**config.mk**
```make
export PLATFORM = sky130hd
export DESIGN_NAME = id_ex_stage
export DESIGN_NICKNAME = d
export VERILOG_FILES = /design/src/rtl/cpu_pkg.sv /design/src/rtl/alu_decode.sv /design/src/rtl/id_ex_stage.sv
export SDC_FILE = /design/constraint.sdc
export NUM_CORES = 1
export LEC_CHECK = 0
export BUFFER_PORTS_ARGS = -buffer_cell sky130_fd_sc_hd__clkbuf_2
export CELL_PAD_IN_SITES_DETAIL_PLACEMENT = 0
export CELL_PAD_IN_SITES_GLOBAL_PLACEMENT = 2
export CORE_MARGIN = 5
export CORE_UTILIZATION = 22
export DETAILED_ROUTE_END_ITERATION = 12
export PLACE_DENSITY = 0.75
export SLEW_MARGIN = 15
export SYNTH_ARGS = -nofsm -noshare
export SYNTH_HDL_FRONTEND = slang
export SYNTH_SLANG_ARGS = --single-unit
```
**constraint.sdc**
```tcl
create_clock -name clk -period 1.59 [get_ports clk]
set_input_delay 0 -clock clk [delete_from_list [all_inputs] [get_ports clk]]
set_output_delay 0 -clock clk [all_outputs]
set_load 0.03 [all_outputs]
```
**src/rtl/cpu_pkg.sv**
```systemverilog
// cpu_pkg: definitions shared by the decode/execute datapath.
//   - Default datapath and register-address widths.
//   - ALU opcode encodings. The ALU decodes the same values.
//   - MIPS primary opcode and R-type funct values used by the decoder.
//   - Pipeline-stage state type.
package cpu_pkg;

  localparam int DATA_W_DEF = 32;
  localparam int REG_AW_DEF = 5;

  // ALU opcodes
  localparam logic [3:0] ALU_AND = 4'b0000;
  localparam logic [3:0] ALU_OR  = 4'b0001;
  localparam logic [3:0] ALU_ADD = 4'b0010;
  localparam logic [3:0] ALU_SUB = 4'b0110;
  localparam logic [3:0] ALU_SLT = 4'b0111;
  localparam logic [3:0] ALU_NOR = 4'b1100;

  // Primary opcodes, instr[31:26]
  localparam logic [5:0] OP_RTYPE = 6'h00;
  localparam logic [5:0] OP_BEQ   = 6'h04;
  localparam logic [5:0] OP_ADDI  = 6'h08;
  localparam logic [5:0] OP_SLTI  = 6'h0A;
  localparam logic [5:0] OP_ANDI  = 6'h0C;
  localparam logic [5:0] OP_ORI   = 6'h0D;
  localparam logic [5:0] OP_LW    = 6'h23;
  localparam logic [5:0] OP_SW    = 6'h2B;

  // R-type funct codes, instr[5:0]
  localparam logic [5:0] FN_ADD  = 6'h20;
  localparam logic [5:0] FN_ADDU = 6'h21;
  localparam logic [5:0] FN_SUB  = 6'h22;
  localparam logic [5:0] FN_SUBU = 6'h23;
  localparam logic [5:0] FN_AND  = 6'h24;
  localparam logic [5:0] FN_OR   = 6'h25;
  localparam logic [5:0] FN_NOR  = 6'h27;
  localparam logic [5:0] FN_SLT  = 6'h2A;

  typedef enum logic {
    ST_EMPTY = 1'b0,
    ST_FULL  = 1'b1
  } stage_state_e;

endpackage

```
**src/rtl/alu_decode.sv**
```systemverilog
// alu_decode: combinational MIPS opcode/funct decoder for the ID/EX stage.
// Ports:
//   opcode, funct : instruction fields instr[31:26] and instr[5:0]
//   alu_op        : 4-bit ALU opcode (ALU_AND for an undecodable instruction)
//   imm_sel       : 1 selects the extended immediate as operand B, 0 selects rt
//   sign_ext      : 1 sign-extends the immediate, 0 zero-extends it
//   dest_sel      : 1 writes back to rd (R-type), 0 writes back to rt
//   wen           : instruction writes a register (before the $0 check)
//   illegal       : opcode/funct not recognised
module alu_decode
  import cpu_pkg::*;
(
  input  logic [5:0] opcode,
  input  logic [5:0] funct,
  output logic [3:0] alu_op,
  output logic       imm_sel,
  output logic       sign_ext,
  output logic       dest_sel,
  output logic       wen,
  output logic       illegal
);

  always_comb begin
    alu_op   = ALU_AND;
    imm_sel  = 1'b0;
    sign_ext = 1'b0;
    dest_sel = 1'b0;
    wen      = 1'b0;
    illegal  = 1'b0;
    case (opcode)
      OP_RTYPE: begin
        dest_sel = 1'b1;
        wen      = 1'b1;
        case (funct)
          FN_ADD, FN_ADDU: alu_op = ALU_ADD;
          FN_SUB, FN_SUBU: alu_op = ALU_SUB;
          FN_AND:          alu_op = ALU_AND;
          FN_OR:           alu_op = ALU_OR;
          FN_NOR:          alu_op = ALU_NOR;
          FN_SLT:          alu_op = ALU_SLT;
          default: begin
            illegal = 1'b1;
            wen     = 1'b0;
          end
        endcase
      end
      OP_ADDI, OP_LW: begin
        alu_op   = ALU_ADD;
        imm_sel  = 1'b1;
        sign_ext = 1'b1;
        wen      = 1'b1;
      end
      OP_SLTI: begin
        alu_op   = ALU_SLT;
        imm_sel  = 1'b1;
        sign_ext = 1'b1;
        wen      = 1'b1;
      end
      OP_ANDI: begin
        alu_op  = ALU_AND;
        imm_sel = 1'b1;
        wen     = 1'b1;
      end
      OP_ORI: begin
        alu_op  = ALU_OR;
        imm_sel = 1'b1;
        wen     = 1'b1;
      end
      OP_SW: begin
        // Address computation only; the store itself writes no register.
        alu_op   = ALU_ADD;
        imm_sel  = 1'b1;
        sign_ext = 1'b1;
      end
      OP_BEQ: begin
        // Branch compare: the ALU subtracts rt from rs.
        alu_op = ALU_SUB;
      end
      default: begin
        illegal = 1'b1;
      end
    endcase
  end

endmodule

```
**src/rtl/id_ex_stage.sv**
```systemverilog
// id_ex_stage: decode-to-execute pipeline stage feeding the ALU.
// Decodes opcode/funct, forwards EX/MEM and MEM/WB results onto rs/rt,
// selects operand B, and holds the result in a single-entry valid/ready
// buffer whose registers drive the ALU directly.
// Ports:
//   clk, rst                 : clock (rising edge), synchronous active-high reset
//   in_valid / in_ready      : upstream handshake (in_ready = !out_valid | out_ready)
//   opcode, funct, imm       : instruction fields
//   rs_addr, rt_addr, rd_addr: register specifiers
//   rs_data, rt_data         : register file read data
//   flush                    : drop the held and the incoming instruction
//   exmem_* / memwb_*        : writeback ports of the later stages, used for forwarding
//   out_valid / out_ready    : downstream handshake
//   alu_op, alu_a, alu_b     : ALU opcode and operands
//   dest_addr, dest_wen      : writeback register and its enable
//   illegal                  : undecodable instruction flag
module id_ex_stage
  import cpu_pkg::*;
#(
  parameter int DATA_W = DATA_W_DEF,
  parameter int REG_AW = REG_AW_DEF,
  parameter bit FWD_EN = 1'b1
) (
  input  logic              clk,
  input  logic              rst,
  input  logic              in_valid,
  output logic              in_ready,
  input  logic [5:0]        opcode,
  input  logic [5:0]        funct,
  input  logic [REG_AW-1:0] rs_addr,
  input  logic [REG_AW-1:0] rt_addr,
  input  logic [REG_AW-1:0] rd_addr,
  input  logic [DATA_W-1:0] rs_data,
  input  logic [DATA_W-1:0] rt_data,
  input  logic [15:0]       imm,
  input  logic              flush,
  input  logic              exmem_wen,
  input  logic [REG_AW-1:0] exmem_waddr,
  input  logic [DATA_W-1:0] exmem_wdata,
  input  logic              memwb_wen,
  input  logic [REG_AW-1:0] memwb_waddr,
  input  logic [DATA_W-1:0] memwb_wdata,
  output logic              out_valid,
  input  logic              out_ready,
  output logic [3:0]        alu_op,
  output logic [DATA_W-1:0] alu_a,
  output logic [DATA_W-1:0] alu_b,
  output logic [REG_AW-1:0] dest_addr,
  output logic              dest_wen,
  output logic              illegal
);

  // ---------------------------------------------------------------- decode
  logic [3:0] dec_alu_op;
  logic       dec_imm_sel;
  logic       dec_sign_ext;
  logic       dec_dest_sel;
  logic       dec_wen;
  logic       dec_illegal;

  alu_decode u_alu_decode (
    .opcode   (opcode),
    .funct    (funct),
    .alu_op   (dec_alu_op),
    .imm_sel  (dec_imm_sel),
    .sign_ext (dec_sign_ext),
    .dest_sel (dec_dest_sel),
    .wen      (dec_wen),
    .illegal  (dec_illegal)
  );

  // ------------------------------------------------------------ forwarding
  // Index 0 is rs, index 1 is rt.
  logic [REG_AW-1:0] src_addr [2];
  logic [DATA_W-1:0] src_rf   [2];
  logic [DATA_W-1:0] src_fwd  [2];

  assign src_addr[0] = rs_addr;
  assign src_addr[1] = rt_addr;
  assign src_rf[0]   = rs_data;
  assign src_rf[1]   = rt_data;

  genvar gi;
  generate
    for (gi = 0; gi < 2; gi++) begin : g_fwd
      if (FWD_EN) begin : g_mux
        logic ex_hit;
        logic wb_hit;
        // $0 is hard-wired to zero, so a pending write to it never forwards.
        assign ex_hit = exmem_wen && (exmem_waddr == src_addr[gi]) && (src_addr[gi] != '0);
        assign wb_hit = memwb_wen && (memwb_waddr == src_addr[gi]) && (src_addr[gi] != '0);
        // EX/MEM holds the younger result, so it is checked first.
        assign src_fwd[gi] = ex_hit ? exmem_wdata :
                             wb_hit ? memwb_wdata : src_rf[gi];
      end else begin : g_raw
        assign src_fwd[gi] = src_rf[gi];
      end
    end
  endgenerate

  // ----------------------------------------------------- operand B / dest
  logic [DATA_W-1:0] imm_ext;
  logic [DATA_W-1:0] alu_b_next;
  logic [REG_AW-1:0] dest_addr_next;
  logic              dest_wen_next;

  assign imm_ext        = dec_sign_ext ? {{(DATA_W-16){imm[15]}}, imm}
                                       : {{(DATA_W-16){1'b0}}, imm};
  assign alu_b_next     = dec_imm_sel ? imm_ext : src_fwd[1];
  assign dest_addr_next = dec_dest_sel ? rd_addr : rt_addr;
  assign dest_wen_next  = dec_wen && (dest_addr_next != '0);

  // ------------------------------------------------------- handshake FSM
  stage_state_e state_reg;
  stage_state_e state_next;
  logic         capture;

  assign out_valid = (state_reg == ST_FULL);
  assign in_ready  = (state_reg == ST_EMPTY) || out_ready;

  always_comb begin
    state_next = state_reg;
    capture    = 1'b0;
    if (flush) begin
      state_next = ST_EMPTY;
    end else if (in_valid && in_ready) begin
      capture    = 1'b1;
      state_next = ST_FULL;
    end else if (out_ready) begin
      state_next = ST_EMPTY;
    end
  end

  // ----------------------------------------------------- pipeline register
  logic [3:0]        alu_op_reg;
  logic [DATA_W-1:0] alu_a_reg;
  logic [DATA_W-1:0] alu_b_reg;
  logic [REG_AW-1:0] dest_addr_reg;
  logic              dest_wen_reg;
  logic              illegal_reg;

  always_ff @(posedge clk) begin
    if (rst) begin
      state_reg     <= ST_EMPTY;
      alu_op_reg    <= '0;
      alu_a_reg     <= '0;
      alu_b_reg     <= '0;
      dest_addr_reg <= '0;
      dest_wen_reg  <= 1'b0;
      illegal_reg   <= 1'b0;
    end else begin
      state_reg <= state_next;
      if (flush) begin
        // Data may stay stale, but a killed instruction must never write back.
        dest_wen_reg <= 1'b0;
      end else if (capture) begin
        alu_op_reg    <= dec_alu_op;
        alu_a_reg     <= src_fwd[0];
        alu_b_reg     <= alu_b_next;
        dest_addr_reg <= dest_addr_next;
        dest_wen_reg  <= dest_wen_next;
        illegal_reg   <= dec_illegal;
      end
    end
  end

  assign alu_op    = alu_op_reg;
  assign alu_a     = alu_a_reg;
  assign alu_b     = alu_b_reg;
  assign dest_addr = dest_addr_reg;
  assign dest_wen  = dest_wen_reg;
  assign illegal   = illegal_reg;

endmodule
```
==> impl_results.md, run 1 <==
* Run status: finished clean
* Post-synthesis mux area share at 1.685%
* Post-CTS clock slew at the launch and capture registers of the worst setup and hold paths at 0.07 ns
* Number of nets with antenna violations after routing at 0
* Critical path launch point type: flip-flop
* Combinational family with the most area after synthesis: compound AO/OA/AOI/OAI gates
* Routability congestion estimate at 0.8078
* CORE AREA at 21890 sq um
* Net count reported at finish at 1131
* Setup Total Neg Slack at 0 ns
* Leakage power summed over all cells at 3.471 nW
* Post-Synth Simple-Gate Area at 16.05%
* Depth of the most critical reg-to-reg path at 6
* Setup violations, final at 0
* Number of antenna violations at the first check in global routing at 3
* Non-Filler Instances at 1230
* Wire per inst at 19.68 um
* Tightest Pin Transition at 0.9268 ns
* Number of synthesized flops with an enable pin at 0
* Maximum buffer depth of the clock tree at 2
* Synthesized instance count at 567
* Top-level port count at 265
* Largest net degree at the start of global routing at 33
* Area used by sequential logic in the layout at 1523 sq um
* Crit-path max FO at 16
* Total number of H-tree levels at 3
* Final count of pins violating max slew at 0
* Synthesized cell area at 4902 sq um
* Proportion of register bits with asynchronous set or reset after synthesis at 0%
* Worst voltage drop across the vdd grid at 0.5294 mV
* Number of distinct library cell variants in the gate-level netlist after synthesis at 54
* Vias after detailed routing at 6157
* Clock latency reported for the late side of the worst-skew pair at 0.35 ns
* Multi-input gate area at 3083 sq um
* Area growth from synthesis to layout at 68.38%
* Clock Skews at 0.005023 ns
* Initial Util at 22.39%
* Relative max-transition margin at 38.07%
* WHS Path Cells at 3
* Unrepaired setup endpoints after global routing: no
* Total global-route track usage at 18.45%
* Top cells by area, synth: sky130_fd_sc_hd__dfxtp_1, sky130_fd_sc_hd__a221oi_2, sky130_fd_sc_hd__a221oi_1, sky130_fd_sc_hd__o21ai_0, sky130_fd_sc_hd__o221ai_1
* Half-perimeter wire length after placement at 17500 um
* Hold Worst Slack at 0.01808 ns
* Overflow after GRT at 0
* Die X-Extent at 159.3 um
* Period minus WS final at 1.472 ns
* Critical path data required time at 1.87 ns
* Cell taking the most area after synthesis: sky130_fd_sc_hd__dfxtp_1
* Violation count after the first detailed-routing iteration at 284
* Wire length of the first global-routing pass at 37800 um
* Clock tree from TritonCTS: done
* Critical Path Sink Type: flip-flop
* Pre-antenna DRT Iters at 5
* Worst min-delay path category: primary input to flip-flop
* Placed cells at 1105
* Final number of hold-violating endpoints at 0
* Number of global-route vias before repair at 6526
* Overall routed net length at 24200 um
* Post-synthesis adder-cell area fraction at 0%
* Number of fill cells at 2301
* Synthesized net count at 755
* Pwr dens at 742.8 nW/um^2
* Upper clock frequency limit at 679.6 MHz
* Final Util at 37.71%
* CTS Sinks at 76
* # port buffers at 264
* Post-synthesis compound-gate area fraction at 39.99%
* Most used flip-flop cell after synthesis: sky130_fd_sc_hd__dfxtp_1
* Row Count at 54
* Ratio of final minimum period to clock period at 92.55%
* Die Height at 159.3 um
* Routed vias/inst at 5.006
* Yosys synthesis warning count at 0
* Mean Syn Cell Area at 8.646 sq um
* Crit path kind: flip-flop to flip-flop
* Area share of the leading cell type in the synthesized netlist at 31.04%
* Die Footprint at 25370 sq um
* Arrival time of the worst setup path at 1.75 ns
* Drc violations at 0
* #FFs+latches synth at 76
* CTS Root Cell: sky130_fd_sc_hd__clkbuf_16
* Number of max-capacitance violations reported at 0
* Portion of the post-synthesis area used by sequential elements at 31.04%
* Fraction of final layout cells sized beyond drive strength 1 at 41.35%
* Parity-gate share of the synthesized area counting xor and xnor cells at 3.573%
* Power consumption at 6.132 mW
* TritonCTS Buffers at 9
==> placed cells by master (no fill, tap or decap), types with 9 or more instances in the layout <==
cell type / n
sky130_fd_sc_hd__dlygate4sd3_1: 102
sky130_fd_sc_hd__dfxtp_1: 75
sky130_fd_sc_hd__o21ai_0: 54
sky130_fd_sc_hd__o22ai_1: 32
sky130_fd_sc_hd__clkbuf_2: 264
sky130_fd_sc_hd__o221ai_1: 30
sky130_fd_sc_hd__nor2_1: 15
sky130_fd_sc_hd__clkbuf_16: 9
sky130_fd_sc_hd__a221oi_1: 34
sky130_fd_sc_hd__and2_1: 32
sky130_fd_sc_hd__and3_1: 17
sky130_fd_sc_hd__a221oi_2: 30
sky130_fd_sc_hd__buf_12: 16
sky130_fd_sc_hd__o21ai_1: 14
sky130_fd_sc_hd__xnor2_1: 17
sky130_fd_sc_hd__buf_4: 40
sky130_fd_sc_hd__nand2_1: 43
sky130_fd_sc_hd__a21oi_1: 39
==> through the flow <==
step | cell area [sq um] | worst slack, ns
after global placement | 6842 | -0.1562
after detailed placement | 6842 | -0.2273
after floorplan | 4928 | 0.03113
after CTS | 8185 | 0.004739
after global routing | 8252 | 0.01213
final | 8254 | 0.1184
==> layer usage <==
layer | vias up | wire [um] | share of wire (%) | track usage, %
li1 | 2998 | - | - | -
met1 | 2864 | 10110 | 42 | 22.06
met2 | 243 | 11610 | 48 | 30.93
met3 | 50 | 1808 | 7.5 | 6.213
met4 | 2 | 660 | 2.7 | 6.437
met5 | - | 11 | 0.045 | 0
==> path summary, 6_finish.rpt <==
path	start	end	slack, ns
worst min register to register	alu_a[30]$_SDFFE_PP0P_	alu_a[30]$_SDFFE_PP0P_	0.44
worst min-delay path	funct[1]	alu_op[2]$_SDFFE_PP0P_	0.02
worst max-delay path	out_valid$_SDFFE_PP0P_	alu_a[5]$_SDFFE_PP0P_	0.12
worst max register to register	out_valid$_SDFFE_PP0P_	alu_a[5]$_SDFFE_PP0P_	0.12
==> Yosys cell counts (2+ instances only) <==
cell                       number
sky130_fd_sc_hd__o221ai_1      30
sky130_fd_sc_hd__or4_4          2
sky130_fd_sc_hd__mux2_2         2
sky130_fd_sc_hd__nor2b_1        5
sky130_fd_sc_hd__mux2i_1        6
sky130_fd_sc_hd__a221oi_2      30
sky130_fd_sc_hd__nor2_1        19
sky130_fd_sc_hd__o221ai_2       2
sky130_fd_sc_hd__dfxtp_1       76
sky130_fd_sc_hd__a211oi_1       6
sky130_fd_sc_hd__o22ai_1       32
sky130_fd_sc_hd__inv_1          2
sky130_fd_sc_hd__clkbuf_1      26
sky130_fd_sc_hd__and3_1        17
sky130_fd_sc_hd__buf_6         15
sky130_fd_sc_hd__o21ai_0       54
sky130_fd_sc_hd__o211ai_2       2
sky130_fd_sc_hd__a221oi_1      34
sky130_fd_sc_hd__nand2b_1       3
sky130_fd_sc_hd__nand4_1        2
sky130_fd_sc_hd__and2_1        32
sky130_fd_sc_hd__a21oi_1       39
sky130_fd_sc_hd__o21ai_1       14
sky130_fd_sc_hd__buf_2         16
sky130_fd_sc_hd__xnor2_1       17
sky130_fd_sc_hd__xor2_1         3
sky130_fd_sc_hd__or3_1          4
sky130_fd_sc_hd__nor3b_1        2
sky130_fd_sc_hd__nor3_1         7
sky130_fd_sc_hd__a31oi_1        2
sky130_fd_sc_hd__nand2_1       43
==> power breakdown <==
| group | switching (mW) | internal [mW] | leakage, nW |
|---|---|---|---|
| Clock | 0.969 | 1.25 | 0.145 |
| Sequential | 0.0906 | 2.04 | 0.623 |
| Combinational | 0.964 | 0.825 | 2.70 |
| Total | 2.02 | 4.11 | 3.47 |
==> layout make-up <==
type | count | share of cell area, %
well taps | 280 | 4.244
clock buffers | 9 | 2.729
inverters | 2 | 0.09095
flip-flops and latches | 76 | 18.45
diodes | 2 | 0.06063
multi-input cells | 431 | 37.35
clock inverters | 7 | 1.000
repair buffers | 423 | 36.08
==> logic make-up after synthesis <==
| group | Yosys count |
|---|---|
| AOI/OAI and AO/OA | 256 |
| and+or+nand+nor | 146 |
| DFF | 76 |
| buffers and inverters | 61 |
| xor gates and xnor gates | 20 |
| muxes | 8 |
==> critical path, stage by stage (launching register included) <==
cell and delay (ns):
sky130_fd_sc_hd__dfxtp_2 0.35, sky130_fd_sc_hd__nand2b_4 0.06, sky130_fd_sc_hd__nor3b_4 0.16, sky130_fd_sc_hd__buf_12 0.14, sky130_fd_sc_hd__nor2_4 0.49, sky130_fd_sc_hd__nand2_1 0.11
sky130_fd_sc_hd__o21ai_0 0.08
==> timing repair <==
item,in CTS,in global routing
hold endpoints to repair,70,0
setup endpoints to repair,33,67
gates cloned,1,0
buffers inserted,0,4
gates resized for setup,2,6
hold buffers,102,0
pin swaps,0,3
Note: power is estimated with default switching activity, not from simulation.
==> inputs of run 2 (changes only) <==
--- a/config.mk
+++ b/config.mk
@@ -5,13 +5,15 @@
 export SDC_FILE = /design/constraint.sdc
 export NUM_CORES = 1
 export LEC_CHECK = 0
+export ABC_AREA = 1
 export BUFFER_PORTS_ARGS = -buffer_cell sky130_fd_sc_hd__clkbuf_2
 export CELL_PAD_IN_SITES_DETAIL_PLACEMENT = 0
 export CELL_PAD_IN_SITES_GLOBAL_PLACEMENT = 2
 export CORE_MARGIN = 5
-export CORE_UTILIZATION = 22
+export CORE_UTILIZATION = 21
 export DETAILED_ROUTE_END_ITERATION = 12
-export PLACE_DENSITY = 0.75
+export PLACE_DENSITY = 0.77
+export REMOVE_ABC_BUFFERS = 1
 export SLEW_MARGIN = 15
 export SYNTH_ARGS = -nofsm -noshare
 export SYNTH_HDL_FRONTEND = slang
==> impl_results.md, run 2 <==
* Power consumption at 6.328 mW (+3.2%)
* Half-perimeter wire length after placement at 20490 um (+17%)
* Wire length of the first global-routing pass at 41630 um (+10%)
* #FFs+latches synth at 76 (unchanged)
* Portion of total power attributed to combinational logic at 30.2% (+1.0 points)
* Worst Hold End: alu_a[2]$_SDFFE_PP0P_
* Startpoint of the lowest-slack hold path: rs_data[2]
* Die Height at 175.3 um (+10%)
* Fraction of final layout cells sized beyond drive strength 1 at 28.22% (-13 points)
* Clock tree from TritonCTS: done
* Initial Util at 21.30% (-1.1 points)
* Row Count at 60 (+11%)
* Dominant delay contributor by cell family on the critical path: simple AND/OR/NAND/NOR gates
* Period minus WS final at 1.548 ns (+0.07631 ns)
* Clock Skews at 0.01469 ns (+0.009663 ns)
* Number of synthesized flops with an enable pin at 0 (unchanged)
* Post-synthesis compound-gate area fraction at 15.87% (-24 points)
* Post-synthesis adder-cell area fraction at 0% (unchanged)
* Violation count after the first detailed-routing iteration at 365 (+29%)
* # port buffers at 264 (unchanged)
* Most frequent standard cell in the layout excluding fill and tap cells: sky130_fd_sc_hd__clkbuf_2
* Number of antenna violations at the first check in global routing at 0 (-3)
* Net count reported at finish at 1480 (+31%)
* Synthesized cell area at 5741 sq um (+17%)
* Routed vias/inst at 4.516 (-9.8%)
* Pwr dens at 728.5 nW/um^2 (-1.9%)
* Area share of the leading cell type in the synthesized netlist at 26.50% (-4.5 points)
* Critical path launch point type: flip-flop
* Combinational family with the most area after synthesis: simple AND/OR/NAND/NOR gates
* Critical Path Sink Type: flip-flop
* Worst voltage drop across the vdd grid at 0.5302 mV (+0.14%)
* Vias after detailed routing at 7401 (+20%)
* Maximum buffer depth of the clock tree at 2 (unchanged)
* Routability congestion estimate at 0.8276 (+2.5%)
* Parity-gate share of the synthesized area counting xor and xnor cells at 0.3051% (-3.3 points)
* Pre-antenna DRT Iters at 5 (unchanged)
* Cell taking the most area after synthesis: sky130_fd_sc_hd__dfxtp_1
* Top-level port count at 265 (unchanged)
* Mean Syn Cell Area at 5.876 sq um (-32%)
* Setup violations, final at 0 (unchanged)
* Number of global-route vias before repair at 7363 (+13%)
* Top cells by area, synth: sky130_fd_sc_hd__dfxtp_1, sky130_fd_sc_hd__nand3_1, sky130_fd_sc_hd__nand2_1, sky130_fd_sc_hd__inv_1, sky130_fd_sc_hd__a21oi_1
* Upper clock frequency limit at 646.0 MHz (-4.9%)
* Area growth from synthesis to layout at 51.31%
* Synthesized instance count at 977 (+72%)
* Overall routed net length at 27720 um (+15%)
* Portion of the post-synthesis area used by sequential elements at 26.50% (-4.5 points)
* CORE AREA at 26950 sq um (+23%)
* Number of distinct library cell variants in the gate-level netlist after synthesis at 25 (-54%)
* Sequential group share of total power at 33.3% (-1.4 points)
* Crit-path max FO at 8 (-8)
* Post-synthesis mux area share at 0% (-1.7 points)
* Post-Synth Simple-Gate Area at 39.97% (+24 points)
* TritonCTS Buffers at 9 (unchanged)
* Power Internal at 4.181 mW (+1.8%)
* Peak per-stage delay on the critical path at 0.33 ns (-0.16 ns)
* Worst slack at placement at 0.03137 ns (+0.2587 ns)
* Reg2Reg Capture Point: alu_b[25]$_SDFFE_PP0P_
* Clock group share of total power at 36.5% (+0.4 points)
* Largest net degree at the start of global routing at 68 (+110%)
* Depth of the most critical reg-to-reg path at 8 (+2)
* Arrival time of the worst setup path at 1.78 ns (+0.03 ns)
* Number of nets with antenna violations after routing at 0 (unchanged)
* Run status: finished clean
* Critical path data required time at 1.82 ns (-0.05 ns)
* Final count of pins violating max slew at 0 (unchanged)
* Buf+Inv Stages, Crit Path at 3 (+2)
* Post-CTS clock slew at the launch and capture registers of the worst setup and hold paths at 0.06 ns (about the same)
* Setup Total Neg Slack at 0 ns (unchanged)
* Relative max-transition margin at 70.42% (+32 points)
* Number of max-capacitance violations reported at 0 (unchanged)
* Cells along the critical path: inv_2 > nor2_2 > nor3_4 > buf_6 > nand4_1 > nand2_2 > clkbuf_16 > a21oi_2
* Non-Filler Instances at 1639 (+33%)
* Die Footprint at 30740 sq um (+21%)
* CP max stage cell: sky130_fd_sc_hd__dfxtp_2
* Leakage power summed over all cells at 4.853 nW (+40%)
* Ratio of final minimum period to clock period at 97.35% (+4.8 points)
* Clock latency reported for the late side of the worst-skew pair at 0.35 ns (about the same)
* Final Util at 32.23% (-5.5 points)
* Tightest Pin Transition at 0.4437 ns (-0.4831 ns)
* R2r setup slk at 0.04 ns (-0.08 ns)
* Unrepaired setup endpoints after global routing: yes
* Proportion of register bits with asynchronous set or reset after synthesis at 0% (unchanged)
* Most used flip-flop cell after synthesis: sky130_fd_sc_hd__dfxtp_1
* Total number of H-tree levels at 3 (unchanged)
* Die X-Extent at 175.3 um (+10%)
* Switching portion of total power at 33.92% (+0.91 points)
* Total global-route track usage at 17.20% (-1.2 points)
* Overflow after GRT at 0 (unchanged)
* Net Switching at 2.146 mW (+6.0%)
* Yosys synthesis warning count at 0 (unchanged)
* Most instantiated library cell after synthesis: sky130_fd_sc_hd__nand2_1
* Most used cells in the layout excluding fill and tap cells: sky130_fd_sc_hd__clkbuf_2, sky130_fd_sc_hd__nand2_1, sky130_fd_sc_hd__nand3_1
* Launching point of the worst reg2reg path: out_valid$_SDFFE_PP0P_
* Drc violations at 0 (unchanged)
* Wire per inst at 16.91 um (-14%)
* WHS Path Cells at 5 (+2)
* Crit path kind: flip-flop to flip-flop
* Worst min-delay path category: primary input to flip-flop
* CTS Sinks at 76 (unchanged)
* Cell types with the highest counts after synthesis: sky130_fd_sc_hd__nand2_1, sky130_fd_sc_hd__nand3_1, sky130_fd_sc_hd__inv_1
* Placed cells at 1553 (+41%)
* CTS Root Cell: sky130_fd_sc_hd__clkbuf_16
* Final number of hold-violating endpoints at 0 (unchanged)
* Post-route setup slack at 0.04213 ns (-0.07631 ns)
run 2: cell types whose count changed in the layout (fill, tap and decap cells not counted), moves of 31 or more:
cell,delta
sky130_fd_sc_hd__nand3_1,+175
sky130_fd_sc_hd__and2_1,-32
sky130_fd_sc_hd__nand2_1,+184
sky130_fd_sc_hd__inv_1,+161
sky130_fd_sc_hd__a221oi_1,-34
sky130_fd_sc_hd__nand3b_1,+31
sky130_fd_sc_hd__dlygate4sd3_1,-37
sky130_fd_sc_hd__a21oi_1,+36
sky130_fd_sc_hd__o22ai_1,-32
run 2: repair_timing:
| action | in CTS | in global routing |
|---|---|---|
| resized for setup | 0 | 8 |
| hold buffers | 65 | 0 |
| setup endpoints to repair | 0 | 27 |
| setup buffers | 0 | 2 |
| hold endpoints to repair | 52 | 0 |
run 2: per-stage QoR:
step / instance area (sq um) / hold WS (ns)
6_report: 8686 / 0.007833
5_1_grt: 8683 / 0.02600
4_1_cts: 8592 / 0.0003138
3_5_place_dp: 7624 / 0.3054
3_3_place_gp: 7624 / 0.2823
2_1_floorplan: 5398 / 0.06907
run 2: kinds of logic (layout without fill, tap and decap cells):
group,after synthesis,after routing
flops,76,76
other cells,0,1
simple gates,491,491
buf+inv,236,556
xor+xnor,2,2
compound gates,172,172
run 2: layout make-up:
cell class | instances | area, sq um
tap | 341 | 426.7
sequential | 76 | 1523
timing repair buffer | 366 | 2496
clock inverter | 5 | 75.07
clock buffer | 11 | 242.7
antenna | 1 | 2.502
inverter | 174 | 653.1
multi-input combinational | 665 | 3267
fill | 3057 | 18270
run 2: worst reg2reg max path, cell delays in order, from the launching register on:
cell                        delay (ns)
sky130_fd_sc_hd__dfxtp_2          0.33
sky130_fd_sc_hd__inv_2            0.05
sky130_fd_sc_hd__nor2_2           0.04
sky130_fd_sc_hd__nor3_4           0.31
sky130_fd_sc_hd__buf_6            0.19
sky130_fd_sc_hd__nand4_1          0.10
sky130_fd_sc_hd__nand2_2          0.17
sky130_fd_sc_hd__clkbuf_16        0.20
sky130_fd_sc_hd__a21oi_2          0.05
run 2: power by group through the flow:
| stage | registers, mW | logic, mW | clock network [mW] |
|---|---|---|---|
| 3_3_place_gp | 2.15 | 1.75 | 0 |
| 3_5_place_dp | 2.15 | 1.75 | 0 |
| 2_1_floorplan | 2.39 | 0.664 | 0 |
| 6_report | 2.11 | 1.91 | 2.31 |
| 4_1_cts | 2.11 | 1.89 | 2.40 |
| 5_1_grt | 2.12 | 2.10 | 2.46 |
run 2: how the worst max path moves through the flow:
stage	start	endpoint	slack (ns)	cells past startpoint
2_1_floorplan	out_valid$_SDFFE_PP0P_	dest_addr[2]$_SDFFE_PP0P_	-1.94	8
3_3_place_gp	out_valid$_SDFFE_PP0P_	alu_b[17]$_SDFFE_PP0P_	0.05	8
3_5_place_dp	out_valid$_SDFFE_PP0P_	alu_b[21]$_SDFFE_PP0P_	0.03	8
4_1_cts	out_valid$_SDFFE_PP0P_	alu_b[19]$_SDFFE_PP0P_	0.006	8
5_1_grt	out_valid$_SDFFE_PP0P_	alu_b[14]$_SDFFE_PP0P_	-0.03	7
6_report	out_valid$_SDFFE_PP0P_	alu_b[25]$_SDFFE_PP0P_	0.04	8
run 2: layer usage:
metal  vias to the layer above  GRT usage (%)  part of all wire (%)
met5                         -              0                     0
met4                         0          4.026                   1.4
met3                        25          4.219                   7.4
met2                       252          28.98                    46
met1                      3379          22.25                    45
li1                       3745              -                     -
==> inputs of run 3 (changes only) <==
--- a/config.mk
+++ b/config.mk
@@ -9,11 +9,13 @@
 export BUFFER_PORTS_ARGS = -buffer_cell sky130_fd_sc_hd__clkbuf_2
 export CELL_PAD_IN_SITES_DETAIL_PLACEMENT = 0
 export CELL_PAD_IN_SITES_GLOBAL_PLACEMENT = 2
+export CORE_ASPECT_RATIO = 2
 export CORE_MARGIN = 5
 export CORE_UTILIZATION = 21
 export DETAILED_ROUTE_END_ITERATION = 12
 export PLACE_DENSITY = 0.77
 export REMOVE_ABC_BUFFERS = 1
+export SKIP_CTS_REPAIR_TIMING = 1
 export SLEW_MARGIN = 15
 export SYNTH_ARGS = -nofsm -noshare
 export SYNTH_HDL_FRONTEND = slang
==> impl_results.md, run 3 (synthesized netlist as in run 2, its figures left out) <==
* Post-CTS clock slew at the launch and capture registers of the worst setup and hold paths at 0.06 ns (about the same)
* Row Count at 85 (+42%)
* Crit-path max FO at 7 (-1)
* Placed cells at 1563 (+0.64%)
* Crit path kind: flip-flop to flip-flop
* Initial Util at 21.25% (-0.049 points)
* Number of global-route vias before repair at 7648 (+3.9%)
* Violated checks: negative hold slack
* Final count of pins violating max slew at 0 (unchanged)
* CTS Sinks at 76 (unchanged)
* CORE AREA at 27010 sq um (+0.23%)
* Pwr dens at 746.0 nW/um^2 (+2.4%)
* Tightest Pin Transition at 0.3859 ns (-0.05780 ns)
* Upper clock frequency limit at 691.7 MHz (+7.1%)
* Unrepaired setup endpoints after global routing: no
* Critical Path Sink Type: flip-flop
* Largest net degree at the start of global routing at 70 (+2.9%)
* Final number of hold-violating endpoints at 40 (+40)
* Clock Skews at 0.004216 ns (-0.01047 ns)
* R2r setup slk at 0.14 ns (+0.10 ns)
* Setup Total Neg Slack at 0 ns (unchanged)
* Maximum buffer depth of the clock tree at 2 (unchanged)
* Total global-route track usage at 18.11% (+0.91 points)
* Total number of H-tree levels at 3 (unchanged)
* Die Height at 243.8 um (+39%)
* CTS Root Cell: sky130_fd_sc_hd__clkbuf_16
* Area growth from synthesis to layout at 43.03%
* # port buffers at 264 (unchanged)
* Period minus WS final at 1.446 ns (-0.1021 ns)
* Number of max-capacitance violations reported at 0 (unchanged)
* Net count reported at finish at 1445 (-2.4%)
* Setup violations, final at 0 (unchanged)
* Number of nets with antenna violations after routing at 0 (unchanged)
* Overflow after GRT at 0 (unchanged)
* Arrival time of the worst setup path at 1.71 ns (-0.07 ns)
* Worst voltage drop across the vdd grid at 0.4843 mV (-8.7%)
* Leakage power summed over all cells at 4.663 nW (-3.9%)
* Wire per inst at 17.46 um (+3.2%)
* Routed vias/inst at 4.519 (about the same)
* TritonCTS Buffers at 9 (unchanged)
* Hold Worst Slack at -0.04606 ns (-0.05389 ns)
* Most frequent standard cell in the layout excluding fill and tap cells: sky130_fd_sc_hd__clkbuf_2
* Die X-Extent at 126.9 um (-28%)
* Clock tree from TritonCTS: done
* Number of antenna violations at the first check in global routing at 3 (+3)
* Run status: finished, violations left
* Pre-antenna DRT Iters at 5 (unchanged)
* Final Util at 30.39% (-1.8 points)
* Top-level port count at 265 (unchanged)
* Wire length of the first global-routing pass at 42770 um (+2.7%)
* Overall routed net length at 28140 um (+1.5%)
* Relative max-transition margin at 74.24% (+3.8 points)
* Fraction of final layout cells sized beyond drive strength 1 at 28.53% (+0.31 points)
* Violation count after the first detailed-routing iteration at 345 (-5.5%)
* Power consumption at 6.125 mW (-3.2%)
* Critical path data required time at 1.86 ns (+0.04 ns)
* Most used cells in the layout excluding fill and tap cells: sky130_fd_sc_hd__clkbuf_2, sky130_fd_sc_hd__nand2_1, sky130_fd_sc_hd__nand3_1
* Half-perimeter wire length after placement at 21890 um (+6.9%)
* Routability congestion estimate at 0.8161 (-1.4%)
* Clock latency reported for the late side of the worst-skew pair at 0.37 ns (+0.02 ns)
* Non-Filler Instances at 1612 (-1.6%)
* Drc violations at 0 (unchanged)
* Die Footprint at 30940 sq um (+0.65%)
* Vias after detailed routing at 7284 (-1.6%)
* Critical path launch point type: flip-flop
* Ratio of final minimum period to clock period at 90.93% (-6.4 points)
* Worst min-delay path category: primary input to flip-flop
-- run 3: cell types whose count changed in the layout (fill, tap and decap cells not counted), moves of 2 or more --
cell / delta
sky130_fd_sc_hd__a21oi_2: -3
sky130_fd_sc_hd__a21oi_1: +3
sky130_fd_sc_hd__clkbuf_16: -2
sky130_fd_sc_hd__buf_12: -4
sky130_fd_sc_hd__dlygate4sd3_1: -34
sky130_fd_sc_hd__buf_4: +7
-- run 3: power by group --
| group | internal (mW) | switching (mW) |
|---|---|---|
| Sequential | 2.04 | 0.0815 |
| Clock | 1.29 | 0.938 |
| Combinational | 0.647 | 1.13 |
| Total | 3.97 | 2.15 |
-- run 3: final timing paths --
check,start,endpoint,depth (start not counted)
worst min-delay path,rs_data[1],alu_a[1]$_SDFFE_PP0P_,5
worst min register to register,alu_op[1]$_SDFFE_PP0P_,alu_op[1]$_SDFFE_PP0P_,2
worst max-delay path,out_valid$_SDFFE_PP0P_,dest_wen$_SDFFE_PP0P_,10
worst max register to register,out_valid$_SDFFE_PP0P_,dest_wen$_SDFFE_PP0P_,10
-- run 3: stage by stage --
stage | worst slack, ns | area [sq um]
6_report | 0.1443 | 8210
5_1_grt | 0.02238 | 8210
4_1_cts | 0.1201 | 7895
3_5_place_dp | 0.1337 | 7592
3_3_place_gp | 0.1569 | 7592
2_1_floorplan | -1.943 | 5398
-- run 3: metal layers --
layer  routed length, um  up-vias  track usage (%)
li1                    -     3681                -
met1                9763     3330            17.37
met2               15910      218            35.46
met3                1237       53            3.222
met4                1225        2            9.697
met5                   7        -                0
-- run 3: cell type report --
type / count / area, sq um
fillers: 3194 / 18800
multi-input cells: 665 / 3253
repair buffers: 331 / 2039
flip-flops and latches: 76 / 1521
inverters: 174 / 653.1
well taps: 348 / 435.4
clock buffers: 11 / 252.7
clock inverters: 5 / 50.05
diodes: 2 / 5.005
-- run 3: critical path, cell delays in order (launching register included) --
cell,delay [ns]
sky130_fd_sc_hd__dfxtp_1,0.32
sky130_fd_sc_hd__inv_1,0.05
sky130_fd_sc_hd__nor2_1,0.06
sky130_fd_sc_hd__nor3_4,0.19
sky130_fd_sc_hd__buf_4,0.21
sky130_fd_sc_hd__buf_4,0.14
sky130_fd_sc_hd__nand3_1,0.06
sky130_fd_sc_hd__nor2_1,0.10
sky130_fd_sc_hd__nand2_1,0.08
sky130_fd_sc_hd__nand2_1,0.09
sky130_fd_sc_hd__nor2_1,0.05
